`config.mk`:
```
export PLATFORM = sky130hd
export DESIGN_NAME = bellek_erisim
export DESIGN_NICKNAME = d
export VERILOG_FILES = /design/src/rtl/bellek_erisim.sv
export SDC_FILE = /design/constraint.sdc
export NUM_CORES = 1
export LEC_CHECK = 0
export ABC_AREA = 1
export BUFFER_PORTS_ARGS = -buffer_cell sky130_fd_sc_hd__buf_2
export CORE_MARGIN = 8
export CORE_UTILIZATION = 40
export CTS_BUF_LIST = sky130_fd_sc_hd__clkbuf_16
export DETAILED_ROUTE_END_ITERATION = 7
export PLACE_DENSITY = 0.73
export SLEW_MARGIN = 30
export SYNTH_ARGS = -nofsm -noshare
export SYNTH_HDL_FRONTEND = slang
export SYNTH_SLANG_ARGS = --single-unit
```
`constraint.sdc`:
```
create_clock -name clk_i -period 2.18 [get_ports clk_i]
set_input_delay 0 -clock clk_i [delete_from_list [all_inputs] [get_ports clk_i]]
set_output_delay 0 -clock clk_i [all_outputs]
set_load 0.005 [all_outputs]
```
`src/rtl/bellek_erisim.sv`:
```
// bellek_erisim: memory-access stage; drives a data-memory handshake, forms store lanes,
// aligns/extends load data and registers the write-back result.
module bellek_erisim #(
  parameter int unsigned ZAMAN_ASIMI_CEVRIM = 255
) (
  input  logic        clk_i,
  input  logic        rst_i,
  input  logic        amb_gecerli_i,
  input  logic [31:0] amb_sonuc_i,
  input  logic [31:0] yazmac_degeri2_i,
  input  logic        bellek_oku_i,
  input  logic        bellek_yaz_i,
  input  logic [1:0]  bellek_boyut_i,
  input  logic        isaretsiz_i,
  input  logic [4:0]  hedef_yazmac_i,
  input  logic        yaz_aktif_i,
  output logic        veri_istek_o,
  output logic        veri_yaz_aktif_o,
  output logic [31:0] veri_adres_o,
  output logic [31:0] veri_yaz_o,
  output logic [3:0]  veri_maske_o,
  input  logic        veri_hazir_i,
  input  logic [31:0] veri_oku_i,
  output logic        durdur_o,
  output logic        gy_gecerli_o,
  output logic        gy_yaz_aktif_o,
  output logic [4:0]  gy_hedef_o,
  output logic [31:0] gy_sonuc_o,
  output logic        hizalama_hatasi_o,
  output logic        erisim_hatasi_o
);
  typedef enum logic {BOSTA, BEKLE} durum_t;
  localparam int unsigned SW = (ZAMAN_ASIMI_CEVRIM > 1) ? $clog2(ZAMAN_ASIMI_CEVRIM) : 1;
  localparam logic [SW-1:0] SON = SW'((ZAMAN_ASIMI_CEVRIM == 0) ? 0 : ZAMAN_ASIMI_CEVRIM - 1);
  durum_t      durum_q;
  logic [SW-1:0] sayac_q;
  logic [31:0] adres_q, yaz_veri_q, gy_sonuc_q;
  logic [3:0]  maske_q;
  logic [1:0]  boyut_q;
  logic [4:0]  hedef_q, gy_hedef_q;
  logic        yazma_q, isaretsiz_q, rd_yaz_q;
  logic        gy_gecerli_q, gy_yaz_aktif_q, hizalama_q, erisim_q;
  logic        bellek_op, hizasiz;
  logic [31:0] yaz_veri_d, yukle_d;
  logic [3:0]  maske_d;
  logic [7:0]  bayt;
  logic [15:0] yarim;
  assign bellek_op = bellek_oku_i | bellek_yaz_i;
  assign hizasiz   = (bellek_boyut_i == 2'd1) ? amb_sonuc_i[0] :
                     bellek_boyut_i[1] ? |amb_sonuc_i[1:0] : 1'b0;
  assign durdur_o  = (durum_q == BEKLE) |
                     (amb_gecerli_i & bellek_op & ~hizasiz);
  always_comb begin
    yaz_veri_d = bellek_oku_i ? 32'h0 :
                 (bellek_boyut_i == 2'd0) ? {4{yazmac_degeri2_i[7:0]}} :
                 (bellek_boyut_i == 2'd1) ? {2{yazmac_degeri2_i[15:0]}} : yazmac_degeri2_i;
    maske_d    = bellek_oku_i ? 4'hF :
                 (bellek_boyut_i == 2'd0) ? 4'b0001 << amb_sonuc_i[1:0] :
                 (bellek_boyut_i == 2'd1) ? 4'b0011 << {amb_sonuc_i[1], 1'b0} : 4'hF;
    bayt       = veri_oku_i[{adres_q[1:0], 3'b000} +: 8];
    yarim      = veri_oku_i[{adres_q[1], 4'b0000} +: 16];
    yukle_d    = (boyut_q == 2'd0) ? {{24{~isaretsiz_q & bayt[7]}}, bayt} :
                 (boyut_q == 2'd1) ? {{16{~isaretsiz_q & yarim[15]}}, yarim} : veri_oku_i;
  end
  always_ff @(posedge clk_i or negedge rst_i) begin
    if (!rst_i) begin
      durum_q        <= BOSTA;
      sayac_q        <= '0;
      adres_q        <= '0;
      yaz_veri_q     <= '0;
      maske_q        <= '0;
      boyut_q        <= '0;
      hedef_q        <= '0;
      yazma_q        <= 1'b0;
      isaretsiz_q    <= 1'b0;
      rd_yaz_q       <= 1'b0;
      gy_gecerli_q   <= 1'b0;
      gy_yaz_aktif_q <= 1'b0;
      gy_hedef_q     <= '0;
      gy_sonuc_q     <= '0;
      hizalama_q     <= 1'b0;
      erisim_q       <= 1'b0;
    end else begin
      gy_gecerli_q <= 1'b0;
      hizalama_q   <= 1'b0;
      erisim_q     <= 1'b0;
      if (durum_q == BOSTA) begin
        if (amb_gecerli_i && !bellek_op) begin
          gy_gecerli_q   <= 1'b1;
          gy_sonuc_q     <= amb_sonuc_i;
          gy_hedef_q     <= hedef_yazmac_i;
          gy_yaz_aktif_q <= yaz_aktif_i;
        end else if (amb_gecerli_i && hizasiz) begin
          hizalama_q <= 1'b1;
        end else if (amb_gecerli_i) begin
          durum_q     <= BEKLE;
          sayac_q     <= '0;
          adres_q     <= amb_sonuc_i;
          yaz_veri_q  <= yaz_veri_d;
          maske_q     <= maske_d;
          boyut_q     <= bellek_boyut_i;
          isaretsiz_q <= isaretsiz_i;
          hedef_q     <= hedef_yazmac_i;
          rd_yaz_q    <= yaz_aktif_i;
          yazma_q     <= ~bellek_oku_i;
        end
      end else if (veri_hazir_i) begin
        // completion wins over a timeout reached in the same cycle
        durum_q        <= BOSTA;
        gy_gecerli_q   <= 1'b1;
        gy_hedef_q     <= hedef_q;
        gy_yaz_aktif_q <= ~yazma_q & rd_yaz_q;
        gy_sonuc_q     <= yazma_q ? 32'h0 : yukle_d;
      end else if (ZAMAN_ASIMI_CEVRIM != 0 && sayac_q == SON) begin
        durum_q  <= BOSTA;
        erisim_q <= 1'b1;
      end else begin
        sayac_q <= sayac_q + 1'b1;
      end
    end
  end
  assign veri_istek_o      = (durum_q == BEKLE);
  assign veri_yaz_aktif_o  = yazma_q;
  assign veri_adres_o      = {adres_q[31:2], 2'b00};
  assign veri_yaz_o        = yaz_veri_q;
  assign veri_maske_o      = maske_q;
  assign gy_gecerli_o      = gy_gecerli_q;
  assign gy_yaz_aktif_o    = gy_yaz_aktif_q;
  assign gy_hedef_o        = gy_hedef_q;
  assign gy_sonuc_o        = gy_sonuc_q;
  assign hizalama_hatasi_o = hizalama_q;
  assign erisim_hatasi_o   = erisim_q;
endmodule

```
==> impl_metrics.ini <==
[layout]
finish.instance_area_sq_um = 9520
flow.area_growth_from_synthesis_pct = 36.8
stdcell_count = 1458
antenna_cells_inserted = 0
postLayoutCoreUtil = 0.554
fin_nets = 1333
n_fill_cell = 1614
share_of_final_layout_standard_cells_stronger_than_drive_strength_1 = 0.235
layout.cells.most_common = nand2_1
commonest_cells_after_routing_fill_and_taps_aside = nand2_1, buf_2, nor2_1, dfrtp_1, dlygate4sd3_1

[worst_setup_path]
worst-endpoint-arrival_ns = 2.23
cpMaxStageDelayCell = dfrtp_1
worst_setup_path_end_kind = flop
crit_path_max_incr_delay_ns = 0.63
timing.rr.start = adres_q[1]
cpMostUsedCell = nand2_1
setup.worst_path.class = reg2reg
worst_path_cell_chain = inv_1, nand2_1, nand2_1, nand2_1, nand3_2, nand3_1, a21oi_1
number_of_buffer_and_inverter_stages_on_the_critical_path = 1
crit_family = simple AND/OR/NAND/NOR gates
startpoint = adres_q[1]
worst_ep_required_time_ns = 2.47
critPathMaxFanout = 25
critPathLaunchType = flop

[pwr]
powerDensity_nw_per_um2 = 955
clock_power_share = 0.346
power_leakage_uw = 0.00512
power.combinational.fraction = 0.287
vdd.ir_drop.worst_v = 0.000597
intPower_uw = 6070
share_seq_of_total_power = 0.366
net_switching_fraction_of_the_power = 0.332
netSwitchingPower_uw = 3020

[global_route]
globalRouteTotalUtil = 0.214
global_route.overflow_total = 0
grt_pass1_wl_um = 37800
vias_in_the_first_global_route = 7434
grt_antenna_before_repair = 0
largest_net_degree_at_the_start_of_global_routing = 53

[clock_tree]
cts_buffers = 17
clockRootBuffer = clkbuf_16
clock_latency_ns = 0.43
cts_resized = 0
htree_num_levels = 4
clkSinkCount = 128
cts_buffer_depth = 2
cts_tree = done
clkSlewWorstSetupHoldPaths_ns = 0.06

[worst_hold_path]
timing.hold.worst.class = in2reg
min_from = veri_oku_i[2]

[drt]
drt_pre_antenna_iters = 5
vias_per_cell = 4.94
first_iter_violations = 532
route.detailed.wl_per_inst_um = 16.0
route.final.wire_length_um = 23400
drt_drc_violations_left = 0
antenna_left = 0
detailroute.via_count = 7197

[timing]
slew_viol_final = 0
finalSetupTns_ns = 0
timing_hold_violations_final = 0
min_period_over_period = 0.887
finClkSkew_ns = 0.0183
maxClockFrequency_mhz = 517
slew_headroom = 0.508
tightestPinTransition_ns = 0.737
setup_repair_after_global_routing_missed_its_margin = false
setup_violation_total_in_the_final_timing_report = 0
post-route-worst-setup-slack_ns = 0.247
post-route-min-period_ns = 1.93

[logic_synthesis]
cell_area_after_synthesis_sq_um = 6960
synth.area.top_cells = dfrtp_1, nand2_1, nor2_1, nand3_1, buf_4
post-synth-top-area-cell = dfrtp_1
syn_avg_cell_area_sq_um = 7.31
seq_area_frac_synth = 0.460
synth.ff_latch_count = 128
synth_cells = 953
area_share_of_the_largest_cell_type_after_synthesis = 0.460
synth.lib_cells_used.distinct = 32
ys_warn_count = 0

[die]
ios = 223
dieArea_sq_um = 21900
die_h_um = 148
die_width_um = 148
start_util = 0.405
core_area_sq_um = 17200
std_cell_rows = 48

[run_status]
run_status = finished, final reports clean

[placed_design]
globalplace.congestion = 0.917
port_buffers = 220
placedCellCount = 1332
place_hpwl_um = 15900
pre_cts_ws_ns = 0.288
dpl-instance-area_sq_um = 7940

[job]
maxCapViolations = 0
==> logic make-up (layout without fill, tap and decap cells) <==
family	after synthesis	count (layout)	synth area share
and+or+nand+nor	552	552	0.324
buffers and inverters	155	434	0.118
DFF	128	128	0.460
AOI/OAI and AO/OA	110	110	0.0873
xor gates and xnor gates	5	5	0.00629
adders and majority gates	2	2	0.00359
other	1	2	0.000539
==> power by group through the flow <==
| stage | Combinational [uW] | Sequential [uW] | Clock (uW) |
|---|---|---|---|
| floorplan | 1600 | 3320 | 0 |
| global placement | 2420 | 3350 | 0 |
| detailed placement | 2490 | 3350 | 0 |
| CTS | 2630 | 3320 | 3200 |
| global route | 2960 | 3410 | 3300 |
| finish | 2610 | 3330 | 3150 |
==> metrics by stage <==
| stage | hold slack [ns] | power [uW] |
|---|---|---|
| final | 0.0101 | 9090 |
| after global placement | -0.00909 | 5770 |
| after global routing | 0.0283 | 9670 |
| after floorplan | -0.296 | 4910 |
| after CTS | 0.00356 | 9150 |
| after detailed placement | -0.00913 | 5840 |
==> routing by layer <==
metal | GRT usage | vias up | part of all wire
li1 | - | 3491 | -
met1 | 0.250 | 3310 | 0.40
met2 | 0.355 | 345 | 0.47
met3 | 0.0712 | 51 | 0.095
met4 | 0.0903 | 0 | 0.028
met5 | 0 | - | 0
==> worst register-to-register path, stage by stage (launching register included) <==
cell and delay, ns:
dfrtp_1 0.63, inv_1 0.17, nand2_1 0.09, nand2_1 0.06, nand2_1 0.08, nand3_2 0.42, nand3_1 0.27, a21oi_1 0.09
==> cell usage after synthesis <==
master / instances
nor2_1: 142
nor2_4: 3
o21ai_1: 18
a21oi_2: 1
o21a_1: 3
o211ai_1: 8
dfrtp_1: 128
inv_1: 64
a21oi_1: 37
nand3b_1: 1
o21bai_1: 2
o21ai_2: 4
conb_1: 1
o21bai_2: 1
buf_1: 4
nand2_1: 309
nand3_1: 87
buf_6: 10
o21ai_0: 36
nor2_8: 1
ha_1: 2
clkinv_1: 1
xor2_1: 5
clkbuf_1: 8
inv_2: 8
nor3_1: 2
nand2_2: 3
nand4_1: 1
nand2_4: 2
buf_2: 24
nand3_2: 1
buf_4: 36
==> area by class of cell <==
type / count / area (sq um) / area share
Multi-Input combinational cell: 671 / 2950 / 0.310
Timing Repair Buffer: 329 / 2170 / 0.228
Clock buffer: 17 / 425 / 0.0447
Clock inverter: 15 / 216 / 0.0227
Inverter: 73 / 274 / 0.0288
Sequential cell: 128 / 3200 / 0.336
Tap cell: 225 / 282 / 0.0296
==> worst paths after layout <==
path                       cells after the start        endpoint  slack, ns
max in group asynchronous                      3     adres_q[19]       1.28
max reg2reg                                    7  gy_sonuc_o[20]       0.25
max                                            7  gy_sonuc_o[20]       0.25
min in group asynchronous                      2     adres_q[20]       0.10
min reg2reg                                    2   gy_hedef_o[3]       0.47
min                                            5   gy_sonuc_o[2]       0.01
==> flip-flops by register name, summed over array words and instances (netlist names), 2 cells and up <==
register,flops
sayac_q,8
hedef_q,5
veri_yaz_o,32
veri_maske_o,4
gy_hedef_o,5
boyut_q,2
gy_sonuc_o,32
adres_q,32
==> what timing repair did <==
| item | CTS | global route |
|---|---|---|
| hold buffers | 94 | 0 |
| setup buffers | 0 | 0 |
| hold endpoints to repair | 179 | 0 |
Power figures use the tool's default switching activity.
